==> src/rtl/lift_hall_dispatcher.sv <==
// Hall-call dispatcher: latches up/down hall requests per floor and hands
// each one to the cheapest in-service car through a valid/ready offer.
// Requests clear when any car serves them; assigned requests that go stale
// (timeout or car out of service) fall back to pending and are re-offered.
module lift_hall_dispatcher #(
   parameter int N_FLOORS = 12,
   parameter int N_LIFTS  = 3,
   parameter int TIMEOUT  = 64,
   parameter int FLR_W    = $clog2(N_FLOORS),
   parameter int LIFT_W   = (N_LIFTS > 1) ? $clog2(N_LIFTS) : 1
) (
   input  logic                       clk,
   input  logic                       reset,
   input  logic [N_FLOORS-1:0]        up_rqst,
   input  logic [N_FLOORS-1:0]        dn_rqst,
   input  logic [N_LIFTS*FLR_W-1:0]   car_floor,
   input  logic [N_LIFTS-1:0]         car_direction,
   input  logic [N_LIFTS-1:0]         car_motion,
   input  logic [N_LIFTS-1:0]         car_door_open,
   input  logic [N_LIFTS-1:0]         car_avail,
   output logic                       assign_valid,
   input  logic                       assign_ready,
   output logic [LIFT_W-1:0]          assign_car,
   output logic [FLR_W-1:0]           assign_floor,
   output logic                       assign_dir,
   output logic [N_FLOORS-1:0]        up_rqst_status,
   output logic [N_FLOORS-1:0]        dn_rqst_status
);

   localparam int N_SLOTS = 2 * N_FLOORS;
   localparam int SLOT_W  = $clog2(N_SLOTS);
   localparam int COST_W  = $clog2(2 * N_FLOORS) + 1;
   localparam int TMR_W   = $clog2(TIMEOUT + 1);

   localparam logic [1:0] S_IDLE  = 2'd0;
   localparam logic [1:0] S_EVAL  = 2'd1;
   localparam logic [1:0] S_OFFER = 2'd2;

   localparam logic [1:0] SL_EMPTY = 2'd0;
   localparam logic [1:0] SL_PEND  = 2'd1;
   localparam logic [1:0] SL_ASSN  = 2'd2;

   // The top floor has no up button and the ground floor no down button.
   localparam logic [N_FLOORS-1:0] UP_MASK = ~(N_FLOORS'(1) << (N_FLOORS - 1));
   localparam logic [N_FLOORS-1:0] DN_MASK = ~N_FLOORS'(1);

   logic [1:0]          state_q;
   logic [SLOT_W-1:0]   ptr_q;
   logic [SLOT_W-1:0]   cur_slot_q;
   logic [LIFT_W-1:0]   eval_idx_q;
   logic [COST_W-1:0]   best_cost_q;
   logic                found_q;
   logic [LIFT_W-1:0]   assign_car_q;
   logic [FLR_W-1:0]    assign_floor_q;
   logic                assign_dir_q;

   logic [N_SLOTS-1:0]  btn_w;
   logic [N_SLOTS-1:0]  clr_w;
   logic [1:0]          slot_state_w [N_SLOTS];
   logic [FLR_W-1:0]    car_floor_a [N_LIFTS];
   logic                handshake_w;

   logic                scan_found;
   logic [SLOT_W-1:0]   scan_idx;
   logic [FLR_W-1:0]    scan_flr;
   logic                scan_dir;

   logic [FLR_W-1:0]    cf_w;
   logic [FLR_W-1:0]    dist_w;
   logic                away_w;
   logic [COST_W-1:0]   cost_w;
   logic                better_w;
   logic                last_car_w;
   logic [SLOT_W-1:0]   next_slot_w;

   assign btn_w = {dn_rqst & DN_MASK, up_rqst & UP_MASK};

   genvar gi, gc;
   generate
      for (gi = 0; gi < N_LIFTS; gi++) begin : g_cfl
         assign car_floor_a[gi] = car_floor[gi*FLR_W +: FLR_W];
      end

      for (gi = 0; gi < N_SLOTS; gi++) begin : g_slot
         localparam int   FLR = (gi < N_FLOORS) ? gi : gi - N_FLOORS;
         localparam logic DIR = (gi < N_FLOORS) ? 1'b1 : 1'b0;
         logic [N_LIFTS-1:0] hit;
         logic [1:0]         st_q;
         logic [LIFT_W-1:0]  car_q;
         logic [TMR_W-1:0]   tmr_q;

         // Any car stopped here with doors open, heading the slot's way, serves it.
         for (gc = 0; gc < N_LIFTS; gc++) begin : g_hit
            assign hit[gc] = car_door_open[gc] && (car_floor_a[gc] == FLR_W'(FLR)) &&
                             (car_direction[gc] == DIR);
         end
         assign clr_w[gi]        = |hit;
         assign slot_state_w[gi] = st_q;

         // Slot lifecycle: clear beats handshake beats press / timeout / drop-out.
         always_ff @(posedge clk) begin
            if (reset) begin
               st_q  <= SL_EMPTY;
               car_q <= '0;
               tmr_q <= '0;
            end else if (clr_w[gi]) begin
               st_q  <= SL_EMPTY;
               tmr_q <= '0;
            end else if (handshake_w && (cur_slot_q == SLOT_W'(gi))) begin
               st_q  <= SL_ASSN;
               car_q <= assign_car_q;
               tmr_q <= '0;
            end else begin
               case (st_q)
                  SL_EMPTY: if (btn_w[gi]) st_q <= SL_PEND;
                  SL_ASSN: begin
                     if (!car_avail[car_q] || (tmr_q == TMR_W'(TIMEOUT - 1))) begin
                        st_q  <= SL_PEND;
                        tmr_q <= '0;
                     end else begin
                        tmr_q <= tmr_q + TMR_W'(1);
                     end
                  end
                  default: ;
               endcase
            end
         end

         if (gi < N_FLOORS) begin : g_up
            assign up_rqst_status[gi] = (st_q != SL_EMPTY);
         end else begin : g_dn
            assign dn_rqst_status[gi-N_FLOORS] = (st_q != SL_EMPTY);
         end
      end
   endgenerate

   // Round-robin search for the first pending slot at or after the pointer.
   always_comb begin
      int idx;
      idx        = 0;
      scan_found = 1'b0;
      scan_idx   = '0;
      for (int k = 0; k < N_SLOTS; k++) begin
         idx = int'(ptr_q) + k;
         if (idx >= N_SLOTS) idx = idx - N_SLOTS;
         if (!scan_found && (slot_state_w[SLOT_W'(idx)] == SL_PEND)) begin
            scan_found = 1'b1;
            scan_idx   = SLOT_W'(idx);
         end
      end
      if (scan_idx < SLOT_W'(N_FLOORS)) begin
         scan_flr = FLR_W'(scan_idx);
         scan_dir = 1'b1;
      end else begin
         scan_flr = FLR_W'(scan_idx - SLOT_W'(N_FLOORS));
         scan_dir = 1'b0;
      end
   end

   // Cost of the car under evaluation, using its live position and motion.
   always_comb begin
      cf_w = car_floor_a[eval_idx_q];
      if (cf_w > assign_floor_q) dist_w = cf_w - assign_floor_q;
      else                       dist_w = assign_floor_q - cf_w;
      away_w = car_motion[eval_idx_q] &&
               (( car_direction[eval_idx_q] && (assign_floor_q < cf_w)) ||
                (!car_direction[eval_idx_q] && (assign_floor_q > cf_w)));
      cost_w   = COST_W'(dist_w) + (away_w ? COST_W'(N_FLOORS) : COST_W'(0));
      better_w = car_avail[eval_idx_q] && (!found_q || (cost_w < best_cost_q));
   end

   assign last_car_w  = (eval_idx_q == LIFT_W'(N_LIFTS - 1));
   assign next_slot_w = (cur_slot_q == SLOT_W'(N_SLOTS - 1)) ? '0 : cur_slot_q + SLOT_W'(1);
   assign handshake_w = (state_q == S_OFFER) && assign_ready && !clr_w[cur_slot_q];

   // Dispatch FSM: pick a pending slot, score every car, offer the winner.
   always_ff @(posedge clk) begin
      if (reset) begin
         state_q        <= S_IDLE;
         ptr_q          <= '0;
         cur_slot_q     <= '0;
         eval_idx_q     <= '0;
         best_cost_q    <= '0;
         found_q        <= 1'b0;
         assign_car_q   <= '0;
         assign_floor_q <= '0;
         assign_dir_q   <= 1'b0;
      end else begin
         case (state_q)
            S_IDLE: begin
               if (scan_found) begin
                  cur_slot_q     <= scan_idx;
                  assign_floor_q <= scan_flr;
                  assign_dir_q   <= scan_dir;
                  eval_idx_q     <= '0;
                  found_q        <= 1'b0;
                  state_q        <= S_EVAL;
               end
            end
            S_EVAL: begin
               if (clr_w[cur_slot_q] || (slot_state_w[cur_slot_q] != SL_PEND)) begin
                  // Served while being scored: nothing left to offer.
                  state_q <= S_IDLE;
               end else begin
                  if (better_w) begin
                     best_cost_q  <= cost_w;
                     assign_car_q <= eval_idx_q;
                  end
                  found_q <= found_q | car_avail[eval_idx_q];
                  if (last_car_w) begin
                     if (found_q || car_avail[eval_idx_q]) begin
                        state_q <= S_OFFER;
                     end else begin
                        state_q <= S_IDLE;
                        ptr_q   <= next_slot_w;
                     end
                  end else begin
                     eval_idx_q <= eval_idx_q + LIFT_W'(1);
                  end
               end
            end
            S_OFFER: begin
               if (clr_w[cur_slot_q] || (slot_state_w[cur_slot_q] != SL_PEND)) begin
                  state_q <= S_IDLE;
               end else if (assign_ready) begin
                  state_q <= S_IDLE;
                  ptr_q   <= next_slot_w;
               end
            end
            default: state_q <= S_IDLE;
         endcase
      end
   end

   assign assign_valid = (state_q == S_OFFER);
   assign assign_car   = assign_car_q;
   assign assign_floor = assign_floor_q;
   assign assign_dir   = assign_dir_q;

endmodule

==> config.mk <==
export PLATFORM = sky130hd
export DESIGN_NAME = lift_hall_dispatcher
export DESIGN_NICKNAME = d
export VERILOG_FILES = /design/src/rtl/lift_hall_dispatcher.sv
export SDC_FILE = /design/constraint.sdc
export NUM_CORES = 1
export LEC_CHECK = 0
export CORE_UTILIZATION = 37
export DETAILED_ROUTE_END_ITERATION = 12
export SLEW_MARGIN = 20
export SYNTH_ARGS = -nofsm -noshare
export SYNTH_HDL_FRONTEND = slang
export SYNTH_SLANG_ARGS = --single-unit
==> constraint.sdc <==
create_clock -name clk -period 15.1 [get_ports clk]
set_input_delay 3.02 -clock clk [delete_from_list [all_inputs] [get_ports clk]]
set_output_delay 3.02 -clock clk [all_outputs]
set_load 0.05 [all_outputs]
==> metrics <==
Routed Antenna Nets=0; Slew HR=0.271; # setup viols final=0; Setup Fix Bufs, Post-CTS=0; Synth area leader=dfxtp_1; Area after DPL=around 22,000 sq um; peak supply drop=0.0679 mV; cell-by-cell trace of the critical path=clkdlybuf4s50_1, mux2i_1, nor2_1, a21oi_1, inv_1, ha_1, and3_1, a21oi_1, mux2i_1, a221o_1, a221oi_1, xor2_1, fa_1, inv_1, ha_1, a21oi_1, nor2b_1, o21ai_0, and2_1, mux2i_1, nor2_1; crit end category=flip-flop; Yosys reg bits=around 290; share of layout cells above drive strength 1=0.0786; Critical Path AT=8.25 ns; Final period util=0.518; skew final=around 0.013 ns; CTS resizes=0; vias=approximately 20,000; async set-or-reset flop fraction in the synthesized netlist=0; Layout area overhead=11.9%; total chip power=1.95 mW; Data required, critical path=15.53 ns; Critical-path top delay cell=clkdlybuf4s50_1; synthesized instance count=between 2,000 and 3,000; via-per-instance ratio=between 5 and 6; Syn. warnings=0; DRT iter0 DRCs=roughly 1,700; final slew viol count=0; GRT overflow=0; FP Rows=86; Total GRT Usage=0.227; clk_lat worst skew=0.57 ns; Highest Clock Rate=between 0.1 and 0.15 GHz; largest net degree at the start of global routing=~70; CTS max path bufs=3; TritonCTS buffer count=31; area of the mapped netlist=~21,000 sq um; fin area=around 23,000 sq um; Clock Sinks=approximately 290; CP delay by family, top=compound AO/OA/AOI/OAI gates; drt wl/cell=between 15 and 20 um; Buf+Inv Stages, Crit Path=3; Crit path largest cell delay=roughly 0.61 ns; Max Cap Violations=0; Worst setup SP type=input port; die width=~240 um; dominant cells by area after synthesis=dfxtp_1 28%, nor2_1 6.4%, mux2i_1 5.4%, a21oi_1 4.8%, ha_1 4.0%; Initial DRT Pass Iterations=7; status=finished, final reports clean; Synth top area share=0.278; utilization after layout=0.421; CTS Root Cell=clkbuf_16; syn_nets=approximately 2,800; Synth Area per Inst=7.88 sq um; antenna violations before repair=1; Starting Density=0.377; fin cells=roughly 3,400; dpl hpwl=50,600 um; GP Congestion=roughly 0.96; Setup TNS=0 ns; Hold WC Path Type=flip-flop to flip-flop; number of instances in the placed design=3,389; post-cts hold buffer count=0; Hold Slack=~0.43 ns; area of the core=around 55,000 sq um; global-route wire length before repair=104,000 um; Post-Route WL=~67,000 um; worst slack at placement=6.75 ns; IO Count=83; CTS tree=done; IO buf count=80; H-tree Lvls=1; Setup WS post-layout=between 7 and 8 ns; Post-synth EDFFs=0; critical path class=input port to flip-flop; Crit Path Max Fanout=10; RSZ-0062 raised after global routing=no; Final Hold Fails=0; Die ar.=about 57,000 sq um; sequential area share after synthesis=0.278; Leakage=just under 9 nW; die height=about 240 um; ys flop type=dfxtp_1; Final min period=7.82 ns; vias in the first global route=about 19,000; fin nets=about 2,800; worst slew pin tran=between 1 and 1.5 ns; drt drc=0; clock-pin slew on the worst setup and hold paths=0.06 ns; PD cells=~84 nW/um^2; Cell variety after synth=between 100 and 150
metal layers:
layer,track usage,vias to the layer above,share of wire
met5,0,-,0
met4,0.0814,0,0.033
met3,0.0258,138,0.059
met2,0.388,635,0.47
met1,0.292,9754,0.43
li1,-,9739,-
layout make-up:
class | instances | area [sq um]
fill | 5660 | 32000
multi-input combinational | 2182 | 14300
sequential | 289 | 5790
timing repair buffer | 102 | 961
tap | 748 | 936
clock buffer | 45 | 918
inverter | 68 | 255
clock inverter | 10 | 131
antenna | 2 | 5.00
power breakdown:
part           internal, mW  switching, mW  leakage, nW
combinational         0.144          0.235         5.91
clock                 0.469          0.313        0.519
sequential            0.773         0.0190         2.34
total                  1.39          0.567         8.76
cells in the final DEF, fill, tap and decap left out, drive strengths merged, types with 61 or more instances in the layout:
cell type and n:
dfxtp 289, nor2b 77, o21ai 157, a21oi 200
nand3 94, nand4 61, mux2i 113, nand2 210
ha 66, nor2 354, clkdlybuf4s50 79, inv 67
final timing paths:
path                       start  slack, ns                   to  cells after the start
max                 car_floor[1]       7.28       best_cost_q[2]                     21
min reg2reg  g_slot[23].tmr_q[6]       0.43  g_slot[23].tmr_q[6]                      2
min          g_slot[23].tmr_q[6]       0.43  g_slot[23].tmr_q[6]                      2
max reg2reg             ptr_q[0]       8.41      assign_floor[2]                     16
synth_stat cells (51+ instances only):
cell and number:
nand4_1 59, nor2b_1 77, nor3_1 51, inv_1 65
a21oi_1 199, nand2_1 209, ha_1 66, mux2i_1 112
nor2_1 353, dfxtp_1 289, clkbuf_1 65, nand2b_1 55
o21ai_0 149, nand3_1 92, xor2_1 56
flip-flops by register name (all words and copies together), names as in the netlist:
register and count:
state_q 2, found_q 1, g_slot.tmr_q 168, eval_idx_q 2, assign_car 2, g_slot.car_q 48
ptr_q 5, g_slot.st_q 48, assign_dir 1, assign_floor 2, cur_slot_q 5, best_cost_q 5
kinds of logic (layout without fill, tap and decap cells):
family	after synthesis	after routing	synth area share
AND/OR/NAND/NOR	1217	1217	0.307
AO/OA/AOI/OAI	646	646	0.200
flip-flops	289	289	0.278
buffers and inverters	171	225	0.0359
multiplexers	161	161	0.0988
XOR/XNOR	89	89	0.0381
adder cells (fa/ha/maj)	69	69	0.0425
other	0	2	0
worst register-to-register path, cell delays in order (launching register included):
cell and delay (ns):
dfxtp_4 0.58, buf_4 0.62, ha_1 0.30, buf_4 0.25
xor2_2 0.62, nand4_1 0.19, and4_1 0.35, mux2_2 0.33
a22oi_4 0.33, nand3_2 0.38, nor2_2 0.82, nand4_1 0.43
o221ai_2 0.31, o2bb2ai_1 0.16, or3_1 0.40, and4_1 0.22
o31a_1 0.28
Power figures use the tool's default switching activity.
